$ cat config.mk
export PLATFORM = sky130hd
export DESIGN_NAME = global_resource_arbiter_flat
export DESIGN_NICKNAME = d
export VERILOG_FILES = /design/src/rtl/global_resource_arbiter_if.sv /design/src/rtl/global_resource_arbiter.sv /design/src/flat_wrapper.sv
export SDC_FILE = /design/constraint.sdc
export NUM_CORES = 1
export LEC_CHECK = 0
export BUFFER_PORTS_ARGS = -buffer_cell sky130_fd_sc_hd__buf_2
export CORE_MARGIN = 2
export CORE_UTILIZATION = 53
export DETAILED_ROUTE_END_ITERATION = 12
export GPL_TIMING_DRIVEN = 0
export PLACE_DENSITY = 0.93
export RECOVER_POWER = 25
export SLEW_MARGIN = 40
export SYNTH_ARGS = -nofsm -noshare
export SYNTH_HDL_FRONTEND = slang
export SYNTH_SLANG_ARGS = --single-unit
$ cat constraint.sdc
create_clock -name clk -period 2.51 [get_ports clk]
set_input_delay 0.251 -clock clk [delete_from_list [all_inputs] [get_ports clk]]
set_output_delay 0.251 -clock clk [all_outputs]
set_load 0.005 [all_outputs]
$ cat src/rtl/global_resource_arbiter_if.sv
// global_resource_arbiter_if: unit request/grant and shared-memory handshake bundle
interface global_resource_arbiter_if #(
  parameter int NUM_UNITS = 4
);
  localparam int IDW = $clog2(NUM_UNITS);
  logic [NUM_UNITS-1:0] req_i;
  logic [NUM_UNITS-1:0] grant_o;
  logic [IDW-1:0]       owner_id_o;
  logic                 busy_o;
  logic [NUM_UNITS-1:0] unit_mem_req_i;
  logic                 mem_req_o;
  logic                 mem_grant_i;
  logic                 mem_done_i;
  logic [NUM_UNITS-1:0] unit_grant_o;
  logic [NUM_UNITS-1:0] unit_done_o;
  logic                 timeout_o;
  modport master (
    output req_i, unit_mem_req_i, mem_grant_i, mem_done_i,
    input  grant_o, owner_id_o, busy_o, mem_req_o, unit_grant_o, unit_done_o, timeout_o
  );
  modport slave (
    input  req_i, unit_mem_req_i, mem_grant_i, mem_done_i,
    output grant_o, owner_id_o, busy_o, mem_req_o, unit_grant_o, unit_done_o, timeout_o
  );
endinterface

$ cat src/rtl/global_resource_arbiter.sv
// global_resource_arbiter: round-robin owner of the shared memory port with hold-time revoke
module global_resource_arbiter #(
  parameter int NUM_UNITS = 4,
  parameter int MAX_HOLD  = 64
) (
  input logic                      clk,
  input logic                      rst,
  global_resource_arbiter_if.slave bus
);
  localparam int IDW = $clog2(NUM_UNITS);
  localparam int HW  = $clog2(MAX_HOLD + 1);
  typedef enum logic [1:0] {IDLE, GRANT, RELEASE} state_t;
  state_t               state_q, state_d;
  logic [IDW-1:0]       owner_q, owner_d, rr_q, rr_d, winner;
  logic [HW-1:0]        hold_q, hold_d;
  logic                 timeout_q, timeout_d;
  logic                 busy;
  logic [NUM_UNITS-1:0] grant;
  // Descending scan so the nearest requester at or after rr_q is the last assignment
  always_comb begin
    winner = rr_q;
    for (int i = NUM_UNITS - 1; i >= 0; i--)
      if (bus.req_i[IDW'((int'(rr_q) + i) % NUM_UNITS)]) winner = IDW'((int'(rr_q) + i) % NUM_UNITS);
  end
  always_comb begin
    state_d   = state_q;
    owner_d   = owner_q;
    rr_d      = rr_q;
    timeout_d = 1'b0;
    hold_d    = (state_q != GRANT) ? '0 : (hold_q == HW'(MAX_HOLD)) ? hold_q : hold_q + 1'b1;
    unique case (state_q)
      IDLE: if (|bus.req_i) begin
        state_d = GRANT;
        owner_d = winner;
      end
      GRANT: if (!bus.req_i[owner_q] || hold_q == HW'(MAX_HOLD - 1)) begin
        state_d   = RELEASE;
        timeout_d = bus.req_i[owner_q];
      end
      RELEASE: begin
        state_d = IDLE;
        rr_d    = (owner_q == IDW'(NUM_UNITS - 1)) ? '0 : owner_q + 1'b1;
      end
      default: state_d = IDLE;
    endcase
  end
  always_ff @(posedge clk or posedge rst) begin
    if (rst) begin
      state_q   <= IDLE;
      owner_q   <= '0;
      rr_q      <= '0;
      hold_q    <= '0;
      timeout_q <= 1'b0;
    end else begin
      state_q   <= state_d;
      owner_q   <= owner_d;
      rr_q      <= rr_d;
      hold_q    <= hold_d;
      timeout_q <= timeout_d;
    end
  end
  assign busy             = (state_q == GRANT);
  assign grant            = busy ? NUM_UNITS'(1) << owner_q : '0;
  assign bus.grant_o      = grant;
  assign bus.busy_o       = busy;
  assign bus.owner_id_o   = owner_q;
  assign bus.timeout_o    = timeout_q;
  assign bus.mem_req_o    = bus.unit_mem_req_i[owner_q] & busy;
  assign bus.unit_grant_o = grant & {NUM_UNITS{bus.mem_grant_i}};
  assign bus.unit_done_o  = grant & {NUM_UNITS{bus.mem_done_i}};
endmodule

$ cat src/flat_wrapper.sv
// flat-port wrapper written by rule: the top's interface ports become plain ports
module global_resource_arbiter_flat 
#(
  parameter int NUM_UNITS = 4,
  parameter int MAX_HOLD  = 64
)
  (clk, rst, bus_req_i, bus_unit_mem_req_i, bus_mem_grant_i, bus_mem_done_i, bus_grant_o, bus_owner_id_o, bus_busy_o, bus_mem_req_o, bus_unit_grant_o, bus_unit_done_o, bus_timeout_o);
  global_resource_arbiter_if #(.NUM_UNITS(NUM_UNITS)) bus_i ();
  input logic clk;
  input logic rst;
  input wire logic [$bits(bus_i.req_i)-1:0] bus_req_i;
  input wire logic [$bits(bus_i.unit_mem_req_i)-1:0] bus_unit_mem_req_i;
  input wire logic [$bits(bus_i.mem_grant_i)-1:0] bus_mem_grant_i;
  input wire logic [$bits(bus_i.mem_done_i)-1:0] bus_mem_done_i;
  output wire logic [$bits(bus_i.grant_o)-1:0] bus_grant_o;
  output wire logic [$bits(bus_i.owner_id_o)-1:0] bus_owner_id_o;
  output wire logic [$bits(bus_i.busy_o)-1:0] bus_busy_o;
  output wire logic [$bits(bus_i.mem_req_o)-1:0] bus_mem_req_o;
  output wire logic [$bits(bus_i.unit_grant_o)-1:0] bus_unit_grant_o;
  output wire logic [$bits(bus_i.unit_done_o)-1:0] bus_unit_done_o;
  output wire logic [$bits(bus_i.timeout_o)-1:0] bus_timeout_o;
  assign bus_i.req_i = bus_req_i;
  assign bus_i.unit_mem_req_i = bus_unit_mem_req_i;
  assign bus_i.mem_grant_i = bus_mem_grant_i;
  assign bus_i.mem_done_i = bus_mem_done_i;
  assign bus_grant_o = bus_i.grant_o;
  assign bus_owner_id_o = bus_i.owner_id_o;
  assign bus_busy_o = bus_i.busy_o;
  assign bus_mem_req_o = bus_i.mem_req_o;
  assign bus_unit_grant_o = bus_i.unit_grant_o;
  assign bus_unit_done_o = bus_i.unit_done_o;
  assign bus_timeout_o = bus_i.timeout_o;
  global_resource_arbiter #(.NUM_UNITS(NUM_UNITS), .MAX_HOLD(MAX_HOLD)) u_core (.clk(clk), .rst(rst), .bus(bus_i));
endmodule
### After elaboration in Yosys (flattened, before gate mapping)

Cells that the tools add are included.

* register bits: 14
* bits of input ports: 12
* output and inout port bits: 17
* logic and storage cells: 63

* add/subtract/negate cells: 5
* $lt $le $gt $ge: 5
* eq/ne operators: 9
* shifts and indexed selects: 1
* mux-type cells: 29
* bitwise gates (word level): 3
* reductions and logical operators: 6

Operators with widths (number)
* $lt A2 B4 Y1 const B: 4
* $mux W2: 7
* $mux W7: 2
* $bmux W1 S2: 6
* $mux W1: 12
* $and A4 B4 Y4: 2
* $add A7 B1 Y7 const B: 1
* $eq A7 B6 Y1 const B: 1
* $eq A7 B7 Y1 const B: 1
* $ne A2 B1 Y1 const B: 3
* $add A2 B1 Y2 const B: 2
* $add A2 B2 Y2 const B: 2
* $eq A2 B2 Y1 const B: 2
* $mux W4: 1
* $pmux W2 S2: 1
* $reduce_and A2 Y1: 2
* $reduce_or A4 Y1: 1
* $shl A1 B2 Y4 const A: 1
* $lt A2 B3 Y1 const B: 1
* $eq A2 B1 Y1 const B: 1
* $logic_not A2 Y1: 1
* $ne A2 B2 Y1 const B: 1
* $and A1 B1 Y1: 1
* $logic_not A1 Y1: 1
* $logic_or A1 B1 Y1: 1

### Longest topological paths before layout

* word-level depth: 8
* depth in mapped cells: 6
* depth with buffers taken out: 5

### Least setup slack after synthesis

No wires, ideal clock.

* path kind: register to output
* from: register u_core.owner_q[0] (netlist: u_core.bus.owner_id_o[0])
* to: output port bus_mem_req_o
* data arrival time: 1.143 ns
* data required time: 2.259 ns
* setup slack: 1.116 ns
* stages on the path, launching flop included: 3
* path buffers: 0
* path through: dfrtp_1 mux4_2 and2_1

* word-level cells in the longest chain between the ends: 3

RTL lines
* start, declared: RTL line global_resource_arbiter.sv:14 `logic [IDW-1:0] owner_q, owner_d, rr_q, rr_d, winner;`
* start signal, assigned: RTL line global_resource_arbiter.sv:56 `owner_q <= owner_d;`
* $bmux W1 S2: RTL line global_resource_arbiter.sv:68 `assign bus.mem_req_o = bus.unit_mem_req_i[owner_q] & busy;`
* $mux W1 (implied by the code): RTL line global_resource_arbiter.sv:68
* $and A1 B1 Y1: RTL line global_resource_arbiter.sv:68
* end, declared: RTL line flat_wrapper.sv:18 `output wire logic [$bits(bus_i.mem_req_o)-1:0] bus_mem_req_o;`

Every way passes these cells. The select of a mux whose other input is x is not followed.

### Final worst setup path

Same ends and word-level chain as after synthesis.

==> results.cfg <==
[critical_path]
cp_slowest_stage_delay_ps = 530
timing_worst_setup_path_type = reg -> out
r2r-start = u_core.hold_q[0]
path_cells = mux4_2 -> and2_1 -> buf_2
crit_buf_inv = 1
crit_fanout = 8
r2r_slack_ps = 1120
start_kind = register
r2r_cells = 4
r2r-end = u_core.bus.timeout_o
cp.required_ps = 2260
worstPathArrival_ps = 1610
path_delay_family = multiplexers
critPathSlowestCell = mux4_2
end_kind = primary output

[clocking]
clk_pin_slew_ps = 80
ctsRootBufferMaster = clkbuf_4
htree_levels = 1
tritoncts = built
numCtsBuffers = 3
max-clock-path-buffers = 2
clock_latency_ps = 280
cts_sinks = 14

[detailed_routing]
drc = 0
drtIter0Drc = 18
via_count = 822
vias_per_cell = 5.75
wirelength_um = 2080
ant_nets = 0
firstDrtPassIters = 4
post_drt_wl_per_cell_um = 14.5

[die]
dieHeight_um = 45.6
core-area_um2 = 1670
row_count = 15
start_util_pct = 54.9
die_x_um = 45.6
ioPinCount = 29
fp.dieArea_um2 = 2080

[logic_synthesis]
ys_top_cells_by_count = dfrtp_1, and3_1, inv_1
synth_fp_nets = 112
synthArstFlopShare_pct = 100
syn_area_um2 = 917
synth_cell_types = 30
synth_most_common_cell = dfrtp_1
yosys.area.top_type = dfrtp_1
synth_area_per_cell_um2 = 9.76
yosysWarnings = 0
ys.flop_type = dfrtp_1
synth_top_area_share_pct = 38.2
netlist_top_cells_area = dfrtp_1, ha_1, and3_1, mux4_2, and2_1
synth_cells = 94
ys_seq_elements = 14
synth_edf_count = 0
yosysSeqAreaShare_pct = 38.2

[placed_design]
gp_routability_congestion = 0.844
place.port_buffers = 28
dp_hpwl_um = 1630
dp_cells = 139
dpl_worst_slack_ps = 961

[timing]
setup_slack_ps = 653
worst_pin_slew_ps = 501
setup_tns_ps = 0
fin_crit_sh_pct = 74.0
rsz0062_at_grt = false
hold_viol = 0
finalSetupViolCount = 0
slew_headroom_pct = 66.5
fmax_mhz = 539
min_period_ps = 1860
drv_slew = 0
skew_ps = 2.43

[power]
p_total_w = 0.00107
ir_drop_uv = 636
p_leak_nw = 0.601
power_density_nw_per_um2 = 964

[flow_run]
cap_violations = 0

[cells_and_area]
seqCellArea_um2 = 350
area_delta_synth_final_pct = 21.1
fillers = 133
diodes = 0
multi_input_area_um2 = 518
fin_util_pct = 66.5
fin_cells = 143
drive_gt1_share_pct = 32.5
nets = 146

[hold_path]
min_path_type = in -> reg
worstHoldPathCells = 3
min_delay_worst_endpoint = u_core.state_q[0]
worstHoldStart = bus_req_i[2]

[global_routing]
grt-busiest-layer = met2
gr-usage-met2_pct = 38.3
antenna_found_initial = 0
grtUsageMet3_pct = 4.76
grt_max_degree = 15
grt_pass1_wl_um = 3120
track_usage_pct = 22.1
grt_pass1_vias = 724
grt_util_met1_pct = 23.8
grt-ovfl-total = 0

[run_status]
status = finished, final reports clean
## worst max-delay path by stage
stage | slack (ps) | from | depth (start not counted) | endpoint
floorplan | 1120 | u_core.bus.owner_id_o[0] | 2 | bus_mem_req_o
finish | 650 | u_core.bus.owner_id_o[0] | 3 | bus_mem_req_o
global placement | 980 | u_core.bus.owner_id_o[0] | 3 | bus_mem_req_o
CTS | 640 | u_core.bus.owner_id_o[0] | 3 | bus_mem_req_o
detailed placement | 960 | u_core.bus.owner_id_o[0] | 3 | bus_mem_req_o
global route | 600 | u_core.bus.owner_id_o[0] | 3 | bus_mem_req_o
## sequential cells by signal, summed over array words and instances, names as in the netlist
signal,cells
u_core.rr_q,2
u_core.bus.owner_id_o,2
u_core.hold_q,7
u_core.bus.timeout_o,1
u_core.state_q,2
## per-layer routing
metal | vias up | wire [um]
met2 | 36 | 1090
met5 | - | 0
met1 | 383 | 836
li1 | 397 | -
met3 | 6 | 108
met4 | 0 | 40
## kinds of logic after synthesis
kind of cell / share of synthesized area (%)
buffers and inverters: 5.32
multiplexers: 7.23
adder cells (fa/ha/maj): 8.19
AND/OR/NAND/NOR: 25.5
flip-flops: 38.2
AO/OA/AOI/OAI: 12.7
XOR/XNOR: 2.87
## timing repair
item,in CTS,in global routing
resized for setup,0,0
endpoints found under the hold margin,7,0
buffers inserted,0,0
setup endpoints to repair,0,0
hold buffers,1,0
## tightest hold or removal path, stage by stage
cell and delay [ps]:
buf_2 150, o41ai_4 100, nand2_1 60
## metrics by stage
stage	hold slack (ps)	instance area, um^2
CTS	298	1110
floorplan	140	917
finish	306	1110
global placement	295	1080
detailed placement	310	1080
global route	316	1110
## placed cells by master, fill, tap and decap left out
master,count
o21ai_0,1
nand3_2,1
and3_1,8
nand4b_1,1
xnor2_1,2
nand3b_1,1
nor2_1,7
a22oi_1,1
mux2_2,1
a221oi_1,2
o41ai_4,1
ha_1,6
nor4_2,1
mux4_2,2
nor3b_1,1
inv_1,8
and2_1,5
o31ai_1,3
xor2_1,1
clkbuf_4,3
inv_2,1
nand3_1,3
dfrtp_1,14
nand2b_1,4
or3_1,1
nand2_1,7
and3_2,1
a21oi_1,6
o22ai_1,1
dlygate4sd3_1,1
mux2i_1,1
buf_2,28
buf_4,2
## report_power, final
group	internal, W	total (W)	switching, W
clock network	0.0000558	0.000126	0.0000699
logic	0.000276	0.000562	0.000286
registers	0.000293	0.000383	0.0000903
## cell type report
type,count,share of cell area [%]
Buffer,2,1.35
Clock buffer,3,2.03
Inverter,9,3.04
Multi-Input combinational cell,69,46.6
Sequential cell,14,31.5
Tap cell,17,1.91
Timing Repair Buffer,29,13.5
(Power assumes the default switching activity.)
